`src/rtl/pool_frame_ctrl.sv`:
```
`timescale 1ns/1ps
// Frame sequencer for pooling: raster reads, window tagging, compact output writes.
// Write lags pixel issue by RD_LAT+DP_LAT cycles; no backpressure, one fixed-length frame per start.
module pool_frame_ctrl #(
    parameter int DIM    = 28,
    parameter int K      = 2,
    parameter int STRIDE = 2,
    parameter int PP     = 8,
    parameter int AW     = 10,
    parameter int OAW    = 8,
    parameter int RD_LAT = 1,
    parameter int DP_LAT = 1
) (
    input  logic                 clk,
    input  logic                 reset,
    input  logic                 start,
    output logic                 busy,
    output logic                 done,
    output logic                 img_rd_en,
    output logic [AW-1:0]        img_addr,
    input  logic [PP:0]          img_rd_data,
    output logic signed [PP:0]   dp_pxl,
    output logic                 dp_clear,
    input  logic signed [PP:0]   dp_result,
    output logic                 out_wr_en,
    output logic [OAW-1:0]       out_addr,
    output logic [PP:0]          out_data
);

    localparam int NOUT = (DIM - K) / STRIDE + 1;
    localparam int NWR  = NOUT * NOUT;
    localparam int TL   = RD_LAT + DP_LAT;
    localparam int CW   = (DIM > 1) ? $clog2(DIM) : 1;
    localparam int PW   = (STRIDE > 1) ? $clog2(STRIDE) : 1;
    localparam int DCW  = (TL > 1) ? $clog2(TL) : 1;

    typedef enum logic [2:0] {
        S_IDLE,
        S_CLEAR,
        S_STREAM,
        S_DRAIN,
        S_DONE
    } state_t;

    state_t state;
    state_t state_nxt;

    logic [CW-1:0]  row;
    logic [CW-1:0]  col;
    logic [PW-1:0]  rph;
    logic [PW-1:0]  cph;
    logic [AW-1:0]  addr;
    logic [DCW-1:0] drain_cnt;
    logic [TL-1:0]  tag_sr;
    logic           col_end;
    logic           last_px;
    logic           tag_in;

    // Phase counters track (idx-(K-1)) mod STRIDE without a divider for any stride.
    function automatic logic [PW-1:0] ph_step(input logic [PW-1:0] p);
        return (p == PW'(STRIDE - 1)) ? '0 : p + PW'(1);
    endfunction

    assign col_end = (col == CW'(DIM - 1));
    assign last_px = col_end && (row == CW'(DIM - 1));

    always_ff @(posedge clk or negedge reset) begin
        if (!reset) begin
            state <= S_IDLE;
        end else begin
            state <= state_nxt;
        end
    end

    always_comb begin
        state_nxt = state;
        busy      = 1'b1;
        done      = 1'b0;
        img_rd_en = 1'b0;
        dp_clear  = 1'b0;
        case (state)
            S_IDLE: begin
                busy     = 1'b0;
                dp_clear = 1'b1;
                if (start) begin
                    state_nxt = S_CLEAR;
                end
            end
            S_CLEAR: begin
                dp_clear  = 1'b1;
                state_nxt = S_STREAM;
            end
            S_STREAM: begin
                img_rd_en = 1'b1;
                if (last_px) begin
                    state_nxt = S_DRAIN;
                end
            end
            S_DRAIN: begin
                if (drain_cnt == DCW'(TL - 1)) begin
                    state_nxt = S_DONE;
                end
            end
            S_DONE: begin
                done      = 1'b1;
                dp_clear  = 1'b1;
                state_nxt = S_IDLE;
            end
            default: begin
                busy      = 1'b0;
                dp_clear  = 1'b1;
                state_nxt = S_IDLE;
            end
        endcase
    end

    always_ff @(posedge clk or negedge reset) begin
        if (!reset) begin
            row       <= '0;
            col       <= '0;
            rph       <= '0;
            cph       <= '0;
            addr      <= '0;
            drain_cnt <= '0;
        end else begin
            case (state)
                S_CLEAR: begin
                    row  <= '0;
                    col  <= '0;
                    rph  <= '0;
                    cph  <= '0;
                    addr <= '0;
                end
                S_STREAM: begin
                    if (last_px) begin
                        row  <= '0;
                        col  <= '0;
                        rph  <= '0;
                        cph  <= '0;
                        addr <= '0;
                    end else begin
                        addr <= addr + AW'(1);
                        if (col_end) begin
                            col <= '0;
                            cph <= '0;
                            row <= row + CW'(1);
                            rph <= (row + CW'(1) == CW'(K - 1)) ? '0 : ph_step(rph);
                        end else begin
                            col <= col + CW'(1);
                            cph <= (col + CW'(1) == CW'(K - 1)) ? '0 : ph_step(cph);
                        end
                    end
                end
                default: begin
                end
            endcase
            drain_cnt <= (state == S_DRAIN) ? drain_cnt + DCW'(1) : '0;
        end
    end

    // A pixel completes a window when it is the bottom-right corner of one.
    assign tag_in = img_rd_en && (row >= CW'(K - 1)) && (col >= CW'(K - 1)) &&
                    (rph == '0) && (cph == '0);

    always_ff @(posedge clk or negedge reset) begin
        if (!reset) begin
            tag_sr <= '0;
        end else begin
            tag_sr[0] <= tag_in;
            for (int i = 1; i < TL; i++) begin
                tag_sr[i] <= tag_sr[i-1];
            end
        end
    end

    // Saturates at the last window so the address never wraps past the buffer.
    always_ff @(posedge clk or negedge reset) begin
        if (!reset) begin
            out_addr <= '0;
        end else if (state == S_CLEAR) begin
            out_addr <= '0;
        end else if (out_wr_en && (out_addr != OAW'(NWR - 1))) begin
            out_addr <= out_addr + OAW'(1);
        end
    end

    assign img_addr  = addr;
    assign dp_pxl    = img_rd_data;
    assign out_wr_en = tag_sr[TL-1];
    assign out_data  = dp_result;

endmodule

```
`config.mk`:
```
export PLATFORM = sky130hd
export DESIGN_NAME = pool_frame_ctrl
export DESIGN_NICKNAME = d
export VERILOG_FILES = /design/src/rtl/pool_frame_ctrl.sv
export SDC_FILE = /design/constraint.sdc
export NUM_CORES = 1
export LEC_CHECK = 0
export CORE_MARGIN = 3
export CORE_UTILIZATION = 47
export DETAILED_ROUTE_END_ITERATION = 8
export PLACE_DENSITY = 0.8
export SYNTH_ARGS = -nofsm -noshare
export SYNTH_HDL_FRONTEND = slang
export SYNTH_SLANG_ARGS = --single-unit
```
`constraint.sdc`:
```
create_clock -name clk -period 2.4 [get_ports clk]
set_input_delay 0.36 -clock clk [delete_from_list [all_inputs] [get_ports clk]]
set_output_delay 0.36 -clock clk [all_outputs]
set_load 0.05 [all_outputs]
```
======== Yosys cells after proc, flatten, opt, wreduce, memory -nomap -nowiden ========
Index checks and enable logic that the tools add are counted.
operators by class
  add/subtract/negate cells ............... 7
  order comparisons ....................... 2
  equal/unequal tests ..................... 13
  muxes and demuxes ....................... 29
  bitwise operators ....................... 2
  reduce and logical (&&, ||, !) cells .... 13
operators with widths
  cell                                                                   number
  5-bit 2-to-1 mux                                                       4
  10-bit one-hot mux with 2 select lines                                 1
  5-bit one-hot mux with 2 select lines                                  2
  8-bit 2-to-1 mux                                                       2
  1-bit 2-to-1 mux                                                       13
  3-bit one-hot mux with 4 select lines                                  1
  10-bit by 1-bit adder with 10-bit output, second input constant        1
  5-bit by 1-bit adder with 5-bit output, second input constant          2
  5-bit by 1-bit equality test with 1-bit output, second input constant  2
  5-bit equality test, second input constant                             2
  5-bit by 1-bit >= comparator with 1-bit output, second input constant  2
  10-bit 2-to-1 mux                                                      1
  3-bit 2-to-1 mux                                                       3
  8-bit by 1-bit adder with 8-bit output, second input constant          1
  8-bit inequality test, second input constant                           1
  3-bit by 2-bit equality test with 1-bit output, second input constant  2
  1-bit logical AND                                                      6
  2-bit inequality test, second input constant                           3
  1-bit one-hot mux with 2 select lines                                  2
  2-bit nonzero test                                                     2
  4-bit OR reduction                                                     1
  1-bit adder, second input constant                                     3
  3-bit by 1-bit equality test with 1-bit output, second input constant  1
  3-bit equality test, second input constant                             1
  other kinds (6)                                                        7
word-level totals
  bits in registers ....................... 36
  output and inout port bits .............. 41

======== Depth between registers and ports, before layout ========
Gate-level depths: netlist (run 1).
  depth in word-level cells ............... 6
  depth in mapped cells ................... 6

======== Least setup slack after synthesis (run 1) ========
No wires, ideal clock.
  kind .................................... register to register
  start point ............................. reg out_addr[0]
  end point ............................... reg out_addr[1]
  library setup time ...................... 0.144 ns
  data arrival time ....................... 1.650 ns
  data required time ...................... 2.256 ns
  setup slack ............................. 0.606 ns
  stages on the path, launching flop included .. 6
  path buffers ............................ 0
  clock period less this slack ............ 1.794 ns
  cells stage by stage .................... dfrtp_1 ha_1 nand4b_1 o21ai_0 mux2i_1 nor2_1
on the way
  word-level cells in the longest chain between the ends .. 3
ends and longest elaborated chain
  item                                                                                    line      text
  start, declared                                                                         26        output logic [OAW-1:0] out_addr,
  start signal, assigned                                                                  183       out_addr <= out_addr + OAW'(1);
  8-bit by 1-bit adder with 8-bit output / 8-bit inequality test (equally long branches)  183, 182
  8-bit 2-to-1 mux / 1-bit logical AND (equally long branches)                            182       end else if (out_wr_en && (out_addr != OAW'(NWR - 1))) begin
  8-bit 2-to-1 mux / 2-bit nonzero test (equally long branches)                           --
Parallel ways exist; a longest one is shown, timed or not. The select of a mux whose other input is x is not followed.
A chain may end at the register's enable or synchronous reset.

======== Final worst setup path (run 1) ========
  start point ............................. reg state[1]
  end point ............................... out done
on the way
  word-level cells in the longest chain between the ends .. 2
ends and longest elaborated chain
  item                    line  text
  start, declared         45    state_t state;
  start signal, assigned  71    state <= state_nxt;
  3-bit equality test     81    case (state)
  1-bit 2-to-1 mux        81
  end, declared           18    output logic done,
No other way between the ends.

==> impl_metrics.csv, run 1 <==
group,metric,value,unit
worst_setup_path,crit_required,2.04,ns
worst_setup_path,startpoint_type,"register",
power,power_frac_clock,42.2,%
worst_setup_path,crit_chain,"nor2_1, and2_1, clkdlybuf4s50_1",
clock_network,cts_tree,"built",
power,power_per_cell_area,460,nW/um^2
worst_setup_path,crit_fanout,6,
clock_network,path_clk_slew,0.06,ns
yosys,yosys-top-cells-area,"dfrtp_1 (44%), buf_4 (6.5%), ha_1 (4.8%)",
timing,skew,0.00528,ns
floorplanning,num_io_pins,62,
timing,min_period,2.21,ns
global_route,grt_pass1_vias,1569,
final_layout,instances_no_fill,280,
yosys,synth_flop_cell,"dfrtp_1",
yosys,synth_top_area_share,43.5,%
clock_network,post_cts_resized,0,
power,seqPwrFrac,56.4,%
power,comb_power_share,1.4,%
global_route,gr-usage-all-layers,16.8,%
final_layout,post-route-util,56.8,%
yosys,ys_warn_count,0,
yosys,yosys.area.top_type,"dfrtp_1",
global_route,overflow,0,
power,p_sw,0.210,mW
placement,io_buffer_count,25,
yosys,syn-num-nets,246,
yosys,synth_seq_area_share,43.5,%
floorplanning,start_util,50.3,%
final_layout,antenna_cells,0,
route,drc_errors,0,
clock_network,hold_buffers,0,
timing,rsz0062_at_grt,"no",
yosys,syn_inst,217,
final_layout,synthToLayoutAreaGrowth,12.9,%
clock_network,cts_sinks,36,
final_layout,drive_gt1_share,9.13,%
power,power.internal,0.866,mW
route,vias_per_cell,5.65,
clock_network,clk_latency,0.28,ns
timing,final-setup-viol-count,0,
route,num_vias,1582,
yosys,synth.distinct_cells,48,
worst_setup_path,cp.arrival,1.85,ns
floorplanning,die_width,72.4,um
route,drt_iter0_markers,103,
hold_path,hold_class,"reg2reg",
yosys,synthArstFlopShare,100,%
clock_network,cts_buffer_depth,2,
floorplanning,dieArea,5240,um^2
placement,place.gp.congestion,0.919,
route,wl_per_cell,14.1,um
flow_run,drv_cap,0,
worst_setup_path,critPathSlowestCell,"clkdlybuf4s50_1",
power,total_power,1.08,mW
power,switching_share,19.5,%
global_route,grt_max_degree,37,
worst_setup_path,critPathKind,"reg2out",
floorplanning,core_area,4120,um^2
placement,placed_area,2240,um^2
yosys,ys_ff_latch,36,
yosys,avgSynthCellArea,9.54,um^2
route,wl,3950,um
floorplanning,dieHeight,72.4,um
timing,slew_violations,0,
clock_network,cts_htree_levels,2,
final_layout,final_area,2340,um^2
route,antenna_left,0,
placement,place.detailed.hpwl,2780,um
clock_network,root_buffer,"clkbuf_8",
yosys,synth_edf_count,0,
worst_setup_path,slowest_delay,0.80,ns
yosys,netlist_area,2070,um^2
clock_network,numCtsBuffers,5,
global_route,grt_first_pass_wirelength,7020,um
floorplanning,row_count,23,
timing,worstMarginPinSlew,0.505,ns
route,dr.pass1.iters,4,
timing,fmax,453,MHz
placement,dp_cells,273,
timing,tns,0,ns
global_route,antenna_found_initial,0,
timing,fin_crit_sh,92.1,%
power,p_leak,1.02,nW
timing,report.final.hold_viol_count,0,
power,ir_worst_vdd,318,uV
clock_network,cts_setup_buffers,0,
run_status,status,"completed",
final_layout,fillers,356,
timing,slew_headroom,66.2,%
final_layout,nets,259,
worst_setup_path,crit_path_end_kind,"output pin",
## registers in the layout, indices dropped and copies added (netlist names), 2 cells and up
signal	flops
col	5
img_addr	10
state	3
out_addr	8
tag_sr	2
row	5
## routing by layer
layer  vias to the layer above  part of all wire, %  global-route usage [%]
met3                         2                  5.3                    6.09
met2                        41                   46                    27.2
met1                       751                   48                    21.3
met5                         -                    0                       0
li1                        788                    -                       -
met4                         0                 0.68                    4.51
## layout by cell type (no fill, tap or decap), types with 3 or more instances in the layout
| cell type | n |
|---|---|
| a21o_1 | 3 |
| a21oi_1 | 6 |
| a31oi_1 | 5 |
| and3_1 | 3 |
| buf_4 | 3 |
| clkbuf_8 | 7 |
| clkdlybuf4s50_1 | 24 |
| dfrtp_1 | 36 |
| ha_1 | 8 |
| inv_1 | 10 |
| nand2_1 | 22 |
| nand3_1 | 11 |
| nand4_1 | 8 |
| nor2_1 | 14 |
| o21ai_0 | 17 |
| o41ai_1 | 3 |
| or3_1 | 4 |
| xor2_1 | 8 |
## power by group through the flow
| stage | logic (mW) | registers [mW] | clock network (mW) |
|---|---|---|---|
| after floorplan | 0.0809 | 0.618 | 0 |
| after global placement | 0.0167 | 0.618 | 0 |
| after detailed placement | 0.0168 | 0.618 | 0 |
| after CTS | 0.0168 | 0.607 | 0.466 |
| after global routing | 0.0181 | 0.606 | 0.492 |
| final | 0.0154 | 0.607 | 0.454 |
## cell usage after synthesis (2+ instances only)
| master | number |
|---|---|
| a21o_1 | 3 |
| a21oi_1 | 6 |
| a31oi_1 | 5 |
| a41oi_1 | 2 |
| and3_1 | 3 |
| and4_1 | 2 |
| buf_4 | 18 |
| dfrtp_1 | 36 |
| ha_1 | 8 |
| inv_1 | 10 |
| nand2_1 | 22 |
| nand3_1 | 11 |
| nand3b_1 | 2 |
| nand4_1 | 8 |
| nand4b_1 | 2 |
| nor2_1 | 14 |
| nor3_1 | 2 |
| nor3b_1 | 2 |
| nor4_1 | 2 |
| o211ai_1 | 2 |
| o21a_1 | 2 |
| o21ai_0 | 17 |
| o41ai_1 | 3 |
| or3_1 | 4 |
| xor2_1 | 8 |
## cell families (layout without fill, tap and decap cells)
logic type / count (synthesis) / in the layout / synth area share, %
buffers and inverters: 32 / 45 / 9.73
flip-flops: 36 / 36 / 43.5
AND/OR/NAND/NOR: 84 / 84 / 22.4
AO/OA/AOI/OAI: 47 / 47 / 15.2
XOR/XNOR: 9 / 9 / 3.81
multiplexers: 1 / 1 / 0.483
adder cells (fa/ha/maj): 8 / 8 / 4.83
## final timing paths
| path | start | to | slack, ns | cells after the start |
|---|---|---|---|---|
| setup / recovery | state[1] | done | 0.19 | 3 |
| hold / removal | tag_sr[0] | tag_sr[1] | 0.35 | 0 |
| setup reg to reg | state[2] | img_addr[8] | 0.54 | 5 |
| hold reg to reg | tag_sr[0] | tag_sr[1] | 0.35 | 0 |
| max in group asynchronous | reset | state[0] | 1.59 | 2 |
| min in group asynchronous | reset | row[2] | 0.49 | 2 |
## area by class of cell
type / count / area (um^2) / area share [%]
Clock buffer: 7 / 96.3 / 4.12
Multi-Input combinational cell: 149 / 968 / 41.4
Inverter: 11 / 46.3 / 1.98
Tap cell: 50 / 62.6 / 2.68
Timing Repair Buffer: 27 / 263 / 11.2
Sequential cell: 36 / 901 / 38.5
## stage by stage
step / setup slack (ns) / hold WS, ns
floorplan: 0.606 / 0.0644
global placement: 0.523 / 0.332
detailed placement: 0.482 / 0.335
CTS: 0.171 / 0.350
global route: 0.0819 / 0.361
finish: 0.190 / 0.349
## worst max-delay path: cells and delay by family (launching register included)
family,cells,cell delay [ns]
buffers and inverters,1,0.80
flip-flops,1,0.43
AND/OR/NAND/NOR,2,0.35
Power figures use the tool's default switching activity.
==> run 2, diff against run 1 <==
Settings changed: HOLD_SLACK_MARGIN set to 0.08, PLACE_DENSITY 0.8 to 0.9.
==> run 2 against run 1 <==
Compared with the run above:
- critical endpoint is now busy
- first-iteration DRC count is 19% lower
- global-route usage is 0.41 points higher
- core utilization is 0.73 points higher
- highest routed layer unchanged
- critical path type unchanged
==> impl_metrics.csv, run 2 (synthesis gave the netlist of run 1 again) <==
group,metric,value,unit
global_route,grt_pass1_vias,1626,
timing,tns,0,ns
placement,io_buffer_count,25,
floorplanning,start_util,50.3,%
route,wl_per_cell,15.0,um
timing,slew_headroom,66.3,%
final_layout,antenna_cells,0,
clock_network,numCtsBuffers,5,
clock_network,post_cts_resized,0,
global_route,antenna_found_initial,0,
floorplanning,die_width,72.4,um
timing,fmax,444,MHz
route,drt_iter0_markers,83,
final_layout,largest_reg_flops,10,
timing,min_period,2.25,ns
timing,skew,0.00932,ns
final_layout,fillers,366,
clock_network,path_clk_slew,0.08,ns
clock_network,cts_setup_buffers,0,
final_layout,final_area,2370,um^2
worst_setup_path,crit_path_end_kind,"output pin",
clock_network,clk_latency,0.30,ns
global_route,gr-usage-all-layers,17.2,%
final_layout,nets,259,
clock_network,cts_htree_levels,2,
worst_setup_path,cp-startpoint,"state[1]",
final_layout,final_common_cell,"dfrtp_1",
timing,report.final.hold_viol_count,0,
floorplanning,core_area,4120,um^2
clock_network,hold_buffers,0,
power,power_per_cell_area,512,nW/um^2
placement,place.detailed.hpwl,2860,um
worst_setup_path,critPathCapture,"busy",
timing,rsz0062_at_grt,"no",
timing,fin_crit_sh,93.9,%
power,p_leak,1.04,nW
route,antenna_left,0,
route,wl,4210,um
route,num_vias,1645,
run_status,status,"completed",
floorplanning,dieHeight,72.4,um
clock_network,cts_sinks,36,
worst_setup_path,critPathKind,"reg2out",
placement,placed_area,2240,um^2
global_route,overflow,0,
worst_setup_path,r2r_slack,0.47,ns
global_route,grt_max_degree,37,
hold_path,hold_class,"reg2reg",
timing,worstMarginPinSlew,0.504,ns
route,vias_per_cell,5.85,
floorplanning,num_io_pins,62,
worst_setup_path,reg2reg_from,"row[0]",
power,total_power,1.21,mW
timing,final-setup-viol-count,0,
worst_setup_path,r2r_cells,4,
route,dr.pass1.iters,4,
flow_run,drv_cap,0,
worst_setup_path,r2r_end,"state[0]",
worst_setup_path,cp.arrival,1.89,ns
power,ir_worst_vdd,295,uV
clock_network,cts_buffer_depth,2,
clock_network,root_buffer,"clkbuf_8",
timing,slew_violations,0,
route,drc_errors,0,
placement,place.gp.congestion,0.819,
worst_setup_path,startpoint_type,"register",
final_layout,final_cell_mix,"dfrtp_1 (36), clkdlybuf4s50_1 (24), nand2_1 (22)",
clock_network,cts_tree,"built",
floorplanning,dieArea,5240,um^2
worst_setup_path,crit_required,2.04,ns
worst_setup_path,crit_fanout,6,
final_layout,drive_gt1_share,9.52,%
global_route,grt_first_pass_wirelength,7200,um
floorplanning,row_count,23,
timing,holdWs,0.353,ns
final_layout,synthToLayoutAreaGrowth,14.3,%
==> run 2: routing by layer <==
metal	up-vias	track usage [%]	routed length, um
met1	800	21.5	1910
met5	-	0	0
li1	795	-	-
met3	6	4.99	233
met2	44	28.2	1990
met4	0	6.35	64
==> run 2: layout make-up <==
| cell class | count | area (um^2) | area share (%) |
|---|---|---|---|
| Timing Repair Buffer | 27 | 263 | 11.1 |
| Multi-Input combinational cell | 149 | 968 | 40.9 |
| Inverter | 11 | 46.3 | 1.96 |
| Sequential cell | 36 | 901 | 38.1 |
| Clock buffer | 7 | 96.3 | 4.07 |
| Tap cell | 50 | 62.6 | 2.64 |
| Clock inverter | 1 | 30.0 | 1.27 |
==> run 2: where the power goes <==
group	internal [mW]	total (mW)	switching, mW
clock	0.367	0.591	0.225
combinational	0.00391	0.0156	0.0117
sequential	0.606	0.606	0
total	0.977	1.21	0.236
==> run 2: worst min path at each step <==
stage,from,end,cells after the start
floorplan,reset,col[0],0
detailed placement,tag_sr[0],tag_sr[1],0
finish,tag_sr[0],tag_sr[1],0
global placement,tag_sr[0],tag_sr[1],0
global route,tag_sr[0],tag_sr[1],0
CTS,tag_sr[0],tag_sr[1],0
==> run 2: through the flow <==
stage          setup WS (ns)  util, %  std cells
2_1_floorplan          0.606        -        217
3_3_place_gp           0.495     54.5        273
3_5_place_dp           0.470     54.5        273
4_1_cts                0.142     57.5        281
5_1_grt               0.0357     57.5        281
6_report               0.147     57.5        281
==> run 2: critical path, stage by stage, from the launching register on <==
cell and delay, ns:
dfrtp_1 0.43, nor2_1 0.21, xnor2_1 0.14, clkdlybuf4s50_1 0.81
